`src/rtl/sayeh_ctrl_pkg.sv`:
```
// Shared constants for the SAYEH control path: word width, fetch FSM state
// encodings and the default reset vector.
package sayeh_ctrl_pkg;

    localparam int WORD_W = 16;

    localparam logic [WORD_W-1:0] DEF_RESET_VECTOR = 16'h0000;

    localparam logic [2:0] ST_IDLE    = 3'd0;
    localparam logic [2:0] ST_VECTOR  = 3'd1;
    localparam logic [2:0] ST_FETCH   = 3'd2;
    localparam logic [2:0] ST_LOAD_IR = 3'd3;
    localparam logic [2:0] ST_EXEC    = 3'd4;
    localparam logic [2:0] ST_UPDATE  = 3'd5;
    localparam logic [2:0] ST_HALT    = 3'd6;

endpackage

```
`src/rtl/fetch_timeout_counter.sv`:
```
// 8-bit wait counter for the FETCH state. The terminal flag means the
// current enabled cycle is the one that brings the count up to LIMIT.
module fetch_timeout_counter #(
    parameter int LIMIT = 8
) (
    input  logic i_clk,
    input  logic i_rst_n,
    input  logic i_clr,
    input  logic i_en,
    output logic o_last
);

    logic [7:0] r_cnt;

    always_ff @(posedge i_clk) begin
        if (!i_rst_n || i_clr) begin
            r_cnt <= '0;
        end else if (i_en) begin
            r_cnt <= r_cnt + 8'd1;
        end
    end

    assign o_last = i_en && (r_cnt == 8'(LIMIT - 1));

endmodule

```
`src/rtl/fetch_sequencer.sv`:
```
// SAYEH instruction-fetch sequencer: walks the PC through vector load,
// memory fetch, IR load, execute wait and PC update.
module fetch_sequencer
    import sayeh_ctrl_pkg::*;
#(
    parameter logic [WORD_W-1:0] RESET_VECTOR = DEF_RESET_VECTOR,
    parameter logic [WORD_W-1:0] PC_INC       = 16'd1,
    parameter int                MEM_TIMEOUT  = 8
) (
    input  logic              i_clk,
    input  logic              i_rst_n,
    input  logic              i_start,
    input  logic              i_halt_req,
    input  logic [WORD_W-1:0] i_pc_cur,
    output logic [WORD_W-1:0] o_pc_next,
    output logic              o_pc_en,
    output logic              o_mem_read,
    input  logic              i_mem_ready,
    output logic              o_ir_load,
    input  logic              i_exec_done,
    input  logic              i_branch_taken,
    input  logic [WORD_W-1:0] i_branch_target,
    output logic              o_halted,
    output logic              o_fault,
    output logic [2:0]        o_state
);

    logic [2:0]        r_state;
    logic [WORD_W-1:0] r_pc_next;
    logic              r_fault;
    logic              r_halt_pend;

    logic w_in_fetch;
    logic w_to_last;

    assign w_in_fetch = (r_state == ST_FETCH);

    // Ready on the terminal cycle clears the counter, so ready beats timeout.
    fetch_timeout_counter #(
        .LIMIT (MEM_TIMEOUT)
    ) u_timeout (
        .i_clk   (i_clk),
        .i_rst_n (i_rst_n),
        .i_clr   (!w_in_fetch || i_mem_ready),
        .i_en    (w_in_fetch),
        .o_last  (w_to_last)
    );

    always_ff @(posedge i_clk) begin
        if (!i_rst_n) begin
            r_state     <= ST_IDLE;
            r_pc_next   <= '0;
            r_fault     <= 1'b0;
            r_halt_pend <= 1'b0;
        end else begin
            case (r_state)
                ST_IDLE: begin
                    if (i_start) begin
                        r_state   <= ST_VECTOR;
                        r_pc_next <= RESET_VECTOR;
                    end
                end
                ST_VECTOR: r_state <= ST_FETCH;
                ST_FETCH: begin
                    if (i_mem_ready) begin
                        r_state <= ST_LOAD_IR;
                    end else if (w_to_last) begin
                        r_fault <= 1'b1;
                        r_state <= ST_HALT;
                    end
                end
                ST_LOAD_IR: r_state <= ST_EXEC;
                ST_EXEC: begin
                    if (i_exec_done) begin
                        r_pc_next   <= i_branch_taken ? i_branch_target : i_pc_cur + PC_INC;
                        r_halt_pend <= i_halt_req;
                        r_state     <= ST_UPDATE;
                    end
                end
                ST_UPDATE: begin
                    r_state     <= r_halt_pend ? ST_HALT : ST_FETCH;
                    r_halt_pend <= 1'b0;
                end
                ST_HALT: begin
                    // Resume at the current PC; a faulted sequencer needs reset.
                    if (i_start && !r_fault) begin
                        r_state <= ST_FETCH;
                    end
                end
                default: r_state <= ST_IDLE;
            endcase
        end
    end

    assign o_pc_next  = r_pc_next;
    assign o_pc_en    = (r_state == ST_VECTOR) || (r_state == ST_UPDATE);
    assign o_mem_read = w_in_fetch;
    assign o_ir_load  = (r_state == ST_LOAD_IR);
    assign o_halted   = (r_state == ST_HALT);
    assign o_fault    = r_fault;
    assign o_state    = r_state;

endmodule

```
`config.mk`:
```
export PLATFORM = sky130hd
export DESIGN_NAME = fetch_sequencer
export DESIGN_NICKNAME = d
export VERILOG_FILES = /design/src/rtl/sayeh_ctrl_pkg.sv /design/src/rtl/fetch_timeout_counter.sv /design/src/rtl/fetch_sequencer.sv
export SDC_FILE = /design/constraint.sdc
export NUM_CORES = 1
export LEC_CHECK = 0
export CAP_MARGIN = 10
export CORE_AREA = 3 3 66 68
export CTS_CLUSTER_DIAMETER = 150
export DETAILED_ROUTE_END_ITERATION = 10
export DIE_AREA = 0 0 69 71
export PLACE_DENSITY = 0.78
export RECOVER_POWER = 25
export SKIP_CTS_REPAIR_TIMING = 1
export SYNTH_ARGS = -nofsm -noshare
export SYNTH_HDL_FRONTEND = slang
export SYNTH_SLANG_ARGS = --single-unit
export TNS_END_PERCENT = 100
```
`constraint.sdc`:
```
create_clock -name i_clk -period 2.25 [get_ports i_clk]
set_clock_uncertainty 0.05 [all_clocks]
set_input_delay 0.3375 -clock i_clk [delete_from_list [all_inputs] [get_ports i_clk]]
set_output_delay 0.3375 -clock i_clk [all_outputs]
set_load 0.02 [all_outputs]
```
== After elaboration in Yosys (flattened, before gate mapping) ==
Index checks and enable logic that the tools add are counted.

* Word-level logic and storage cells: 47
* Bits in registers: 29
* Output and inout port bits: 24

* Equal/unequal tests: 11
* Add/subtract/negate cells: 2
* Bitwise gates (word level): 1
* Reduce and logical (&&, ||, !) cells: 15
* Multiplexer cells: 13

{| class="wikitable"
|+ Operator list
! cell !! count
|-
| $mux 16 || 3
|-
| $pmux 16 s2 || 1
|-
| $pmux 3 s7 || 1
|-
| $mux 3 || 6
|-
| $add 16x1->16 const B || 1
|-
| $eq 3x3->1 const B || 3
|-
| $add 8x1->8 const B || 1
|-
| $eq 8x3->1 const B || 1
|-
| $eq 3x2->1 const B || 2
|-
| $reduce_and 3->1 || 2
|-
| $ne 2x2->1 const B || 2
|-
| $reduce_and 4->1 || 1
|-
| $reduce_bool 2->1 || 2
|-
| $eq 3x1->1 const B || 1
|-
| $logic_not 1->1 || 3
|-
| $logic_not 3->1 || 1
|-
| $logic_or 1x1->1 || 3
|-
| $ne 3x3->1 const B || 1
|-
| $logic_and 1x1->1 || 2
|-
| $ne 2x1->1 const B || 1
|-
| $pmux 1 s2 || 1
|-
| $reduce_and 2->1 || 1
|-
| $mux 1 || 1
|-
| $not 1->1 || 1
|}

== Longest topological paths before layout ==
Gate-level depths: netlist (run 1).

* Depth in word-level cells: 5
* Gate-level depth with buffers: 6
* Gate-level depth less buffers: 5

== Modules after synthesis ==
From an unflattened synthesis (run 1), not the netlist that was laid out.

* Cells, all modules: 199
* Area, all modules: 1659.1 um^2

{| class="wikitable"
|+ By module, submodules not included
! module !! times used !! cells each !! area each (um^2)
|-
| fetch_sequencer || 1 || 159 || 1301.2
|-
| fetch_timeout_counter || 1 || 40 || 357.8
|}

== Worst setup path after synthesis (run 1) ==
No wires, ideal clock.

* Path type: register to register
* Start: register r_state[1] (netlist: o_state[1])
* End: register u_timeout.r_cnt[2]
* Stages on the path, launching flop included: 5
* Path buffers: 1
* Data arrival time: 1668 ps
* Clock period less this slack: 1787 ps
* Setup slack: 463 ps
* Cells stage by stage: dfxtp_1 buf_4 nor3b_2 nand3_1 nor2_1

* Word-level cells in the longest chain between the ends: 4

{| class="wikitable"
|+ RTL lines
! item !! RTL line !! source
|-
| start: declaration || fetch_sequencer.sv:28 || <nowiki>logic [2:0] r_state;</nowiki>
|-
| start signal: assignment || fetch_sequencer.sv:81 || <nowiki>r_state <= r_halt_pend ? ST_HALT : ST_FETCH;</nowiki>
|-
| $eq 3x2->1 (*) || fetch_sequencer.sv:36 || <nowiki>assign w_in_fetch = (r_state == ST_FETCH);</nowiki>
|-
| named net o_mem_read || fetch_sequencer.sv:17 || <nowiki>output logic o_mem_read,</nowiki>
|-
| $logic_not 1->1 || fetch_sequencer.sv:44 || <nowiki>.i_clr (!w_in_fetch || i_mem_ready),</nowiki>
|-
| $logic_or 1x1->1 || fetch_sequencer.sv:44 ||
|-
| $logic_or 1x1->1 || fetch_timeout_counter.sv:16 || <nowiki>if (!i_rst_n || i_clr) begin</nowiki>
|-
| end signal: assignment || fetch_timeout_counter.sv:19 || <nowiki>r_cnt <= r_cnt + 8'd1;</nowiki>
|-
| end: declaration || fetch_timeout_counter.sv:13 || <nowiki>logic [7:0] r_cnt;</nowiki>
|}

The timed path passes the listed nets; every way through them passes the cells marked *.
A chain may end at the register's enable or synchronous reset.

== Worst setup path after layout (run 1) ==
* Start: register r_state[1] (netlist: o_state[1])
* End: output port o_mem_read

* Word-level cells in the longest chain between the ends: 1

{| class="wikitable"
|+ RTL lines
! item !! RTL line
|-
| $eq 3x2->1 || fetch_sequencer.sv:36
|-
| end: declaration || fetch_sequencer.sv:17
|}

Every way passes these cells.

==> results by stage, run 1 <==
Outcome:
- The flow ran to the end, and the final reports show no timing, DRC or antenna violations.

Routing:
- The pre-antenna-repair detailed-routing pass consisted of 5 iterations.
- After detailed routing, the number of vias per cell comes to 5.551.
- The first-iteration detailed-routing DRC count is 99.
- After detailed routing, the average wire length per cell comes to 13.68 um.
- The total detailed-routing wirelength is 4.418 mm.
- The via total after detailed routing is 1,793.
- The number of design rule violations left after detail routing is 0.
- The detail route stage leaves a number of antenna-violating nets equal to 0.

Placement:
- Detailed placement finished with a half-perimeter wire length of 3.324 mm.
- Port buffering added 62 buffers.
- The cell total after placement is 315.
- The placed instances occupy a cell area of 2372 um2.
- Routability-driven placement finished with a final weighted congestion of 0.8693.

Worst hold path:
- The type of the most critical hold path is flip-flop to flip-flop.
- The cell depth of the worst hold path is 1.
- The path with the worst hold slack has its endpoint at u_timeout.r_cnt[0]$_SDFFE_PP0N_.
- The launch instance of the worst min-delay path is u_timeout.r_cnt[0]$_SDFFE_PP0N_.

Worst setup path:
- The critical path is of the flip-flop to output port type.
- The setup check on the worst reg-to-reg path leaves a slack of 560 ps.
- At the worst endpoint, the required time is 1860 ps.
- The endpoint identified for the worst register-to-register timing path is o_state[2]$_SDFFE_PN0P_.
- The length in cells of the worst reg-to-reg path is 4.
- The data arrival time of the worst path is 1760 ps.
- The worst setup path is captured at an output port.
- The startpoint of the worst register-to-register path is o_state[1]$_SDFFE_PN0P_.
- The worst-path maximum fanout is 14.
- The kind of start point of the critical path is a flip-flop.

Timing:
- The max-slew headroom at the worst pin is 67.73%.
- For the pin with the worst max-slew slack, the measured transition is 484.1 ps.
- The count of final hold-check violations is 0.
- The aggregate negative setup slack is 0 ps.
- The fmax is 464.9 MHz.
- The fraction of the cycle the final worst path needs is 95.61%.
- The final count of pins violating max slew is 0.
- The setup violation total in the final timing report is 0.
- The worst path in the final design needs a cycle of 2151 ps, including I/O delays and setup.
- Setup repair after global routing left no endpoint under its margin.

Clock tree:
- Buffers inserted during clock tree synthesis total 5.
- Clock-pin slew was measured on the worst setup and hold paths at 70 ps.
- CTS built an H-tree with a depth of 2.
- The number of clock sinks seen by CTS is 29.
- The number of buffers on the longest clock path is 2.
- TritonCTS built the clock tree.
- The clock latency at the later pin of the worst-skew pair is 290 ps.
- The clock tree root driver cell is clkbuf_8.

Synth:
- The post-synthesis cell area is 1680 um2.
- After synthesis the netlist holds a flip-flop and latch count of 29.
- Among all flip-flop cells after synthesis, the most frequent one is dfxtp_1.
- The average cell area after synthesis is 8.237 um2.
- The number of standard cells after synthesis is 204.
- Summed over its instances, the top area cell type makes up 34.55% of the synthesized netlist area.
- The fraction of the yosys area taken by sequential cells is 34.55%.
- The net count after synthesis is 245.
- Sorting the synthesized cells by area gives the leading types as dfxtp_1 35%, o21ai_0 4.8%, xor2_1 4.7%.
- For this run, the number of Yosys warnings is 0.
- The number of distinct library cells after synthesis is 54.
- The post-synthesis async set-or-reset flop share is 0%.
- The synthesized design contains 0 enable-type register cells.
- dfxtp_1 takes more of the synthesized area than any other cell.

Final layout:
- The sequential cell area in the final layout is 580.6 um2.
- The filler cell count in the final layout is 369.
- Of the cells placed in the final design, the portion with a size suffix greater than 1 is 9.524%.
- The number of antenna repair diodes is 0.
- The number of standard cells in the layout, taps in and fillers out is 323.
- The final layout contains 313 nets.
- The post-route cell area is 2506 um2.
- The combined area of the multi-input logic cells is 1011 um2.
- The synthesis-to-finish area growth is 49.14%.

Floorplan:
- The starting density of the core is 42.93%.
- The placeable core region is 3914 um2.
- The die is 69 um wide.
- The floorplan step defined a die boundary enclosing 4899 um2.
- During I/O placement, the number of pins put on the boundary was 63.
- The die is 71 um tall.
- After floorplanning, the core was divided into 23 placement rows.

Global routing:
- The largest net degree at the start of global routing is 15.
- The via count of the first global-routing pass came to 1,621.
- Summed over all layers, the global routing overflow is 0.
- The first global-routing pass estimated 7.279 mm of wire.
- The number of antenna violations at the first check in global routing is 0.
- The overall global routing resource usage is 18.28%.

Power:
- The static power due to leakage is 0.9261 nW.
- The total power after layout is 1.845 mW.
- The power density relative to cell area is 736.1 nW/um2.
- The share of power burned in registers is 34.2%.
- The worst IR drop on VDD is 0.4107 mV.
- The clock network is responsible for 35.5% of the overall power.
- Per report_power, the combinational group accounts for 30.4% of the total.
- The net switching share of the total power is 31.29%.
- The internal power contribution is 1.267 mW.
- Summed over all nets, the switching power comes to 0.5772 mW.

Run:
- The count of max-cap constraint violations is 0.
[routing by layer]
| metal | track usage (%) | part of all wire [%] | up-vias | wire, um |
|---|---|---|---|---|
| met5 | 0 | 0 | - | 0 |
| met4 | 7.158 | 1.6 | 0 | 72 |
| met3 | 4.830 | 5.9 | 7 | 260 |
| met2 | 30.83 | 48 | 63 | 2142 |
| met1 | 22.26 | 44 | 834 | 1942 |
| li1 | - | - | 889 | - |
[final cells by class]
cell class                 instances  share of cell area, %
clock buffer                       5                  2.746
clock inverter                     3                  2.596
inverter                          10                  1.498
multi-input combinational        156                  40.34
sequential                        29                  23.17
tap                               50                  2.496
timing repair buffer              70                  27.16
[through the flow]
stage | hold slack [ps] | utilization [%] | setup WS [ps]
floorplan | 363.0 | - | 463.1
global placement | 380.8 | 60.61 | 128.6
detailed placement | 387.5 | 60.61 | 57.29
CTS | 400.1 | 64.03 | 95.43
global route | 436.2 | 64.03 | 27.84
finish | 393.6 | 64.03 | 98.85
[worst max-delay path, cell delays in order (launching register included)]
cell and delay (ps):
dfxtp_1 590, nor3b_2 270, clkdlybuf4s50_1 630
[power by group through the flow]
| stage | sequential [mW] | clock, mW | combinational, mW |
|---|---|---|---|
| 3_3_place_gp | 0.640 | 0 | 0.560 |
| 3_5_place_dp | 0.641 | 0 | 0.564 |
| 4_1_cts | 0.629 | 0.663 | 0.568 |
| 5_1_grt | 0.638 | 0.687 | 0.609 |
| 2_1_floorplan | 0.629 | 0 | 0.334 |
| 6_report | 0.630 | 0.654 | 0.560 |
[registers in the layout, summed over array words and instances, names as in the netlist]
signal / flops
o_pc_next: 16
u_timeout.r_cnt: 8
r_halt_pend: 1
o_state: 3
o_fault: 1
[kinds of logic after synthesis]
family                   share of synthesized area, %
AO/OA/AOI/OAI                                   22.93
XOR/XNOR                                        7.297
adder cells (fa/ha/maj)                         1.489
buffers and inverters                           5.286
flip-flops                                      34.55
multiplexers                                    1.340
AND/OR/NAND/NOR                                 27.10
[cell usage after synthesis, drive strengths merged (2+ instances only)]
library cell	count
a21oi	7
a22o	2
a21boi	3
and4	4
xnor2	5
and2	3
and3	5
inv	9
nor3b	2
clkbuf	4
o21a	2
a22oi	2
nand3	8
xor2	9
o22ai	2
nand2	15
or3	4
dfxtp	29
a32oi	5
a31oi	2
nor3	4
o21ai	18
nor2	19
o211ai	2
buf	5
ha	2
mux2	2
nand4	9
nor2b	4
[layout by cell type, fill, tap and decap left out, types with 2 or more instances in the layout]
cell	netlist	routed
nor2b_1	4	4
dlygate4sd3_1	0	10
o21ai_0	16	16
nand4_1	9	9
inv_1	9	9
buf_4	2	8
bufinv_16	0	2
a21oi_1	6	6
and2_1	2	2
a31oi_1	2	2
nand3_2	2	2
or3_1	4	4
clkbuf_8	0	5
nor3_1	4	4
xnor2_1	5	5
o21ai_1	2	2
xor2_1	9	9
nand3_1	6	6
o22ai_1	2	2
dfxtp_1	29	29
and4_1	3	3
clkdlybuf4s50_1	0	52
a22o_1	2	2
a21boi_0	3	3
o21a_1	2	2
ha_1	2	2
nor2_1	19	19
and3_1	5	5
nand2_1	15	15
a22oi_1	2	2
a32oi_1	5	5
o211ai_1	2	2
[worst max path at each step]
stage | start | end | slack [ps] | cells past startpoint
CTS | o_state[1]$_SDFFE_PN0P_ | o_mem_read | 100 | 2
global route | o_state[1]$_SDFFE_PN0P_ | o_mem_read | 30 | 2
finish | o_state[1]$_SDFFE_PN0P_ | o_mem_read | 100 | 2
detailed placement | i_pc_cur[0] | o_pc_next[6]$_SDFFE_PN0P_ | 60 | 6
global placement | i_pc_cur[0] | o_pc_next[6]$_SDFFE_PN0P_ | 130 | 6
floorplan | o_state[1]$_SDFFE_PN0P_ | u_timeout.r_cnt[2]$_SDFFE_PP0N_ | 460 | 4
(Power assumes the default switching activity.)
==> inputs of run 2 (changes only) <==
--- a/config.mk
+++ b/config.mk
@@ -12,7 +12,6 @@
 export DIE_AREA = 0 0 69 71
 export PLACE_DENSITY = 0.78
 export RECOVER_POWER = 25
-export SKIP_CTS_REPAIR_TIMING = 1
 export SYNTH_ARGS = -nofsm -noshare
 export SYNTH_HDL_FRONTEND = slang
 export SYNTH_SLANG_ARGS = --single-unit
==> results of run 2 <==
No change in the layout: final DEF, timing and power equal those of run 1.
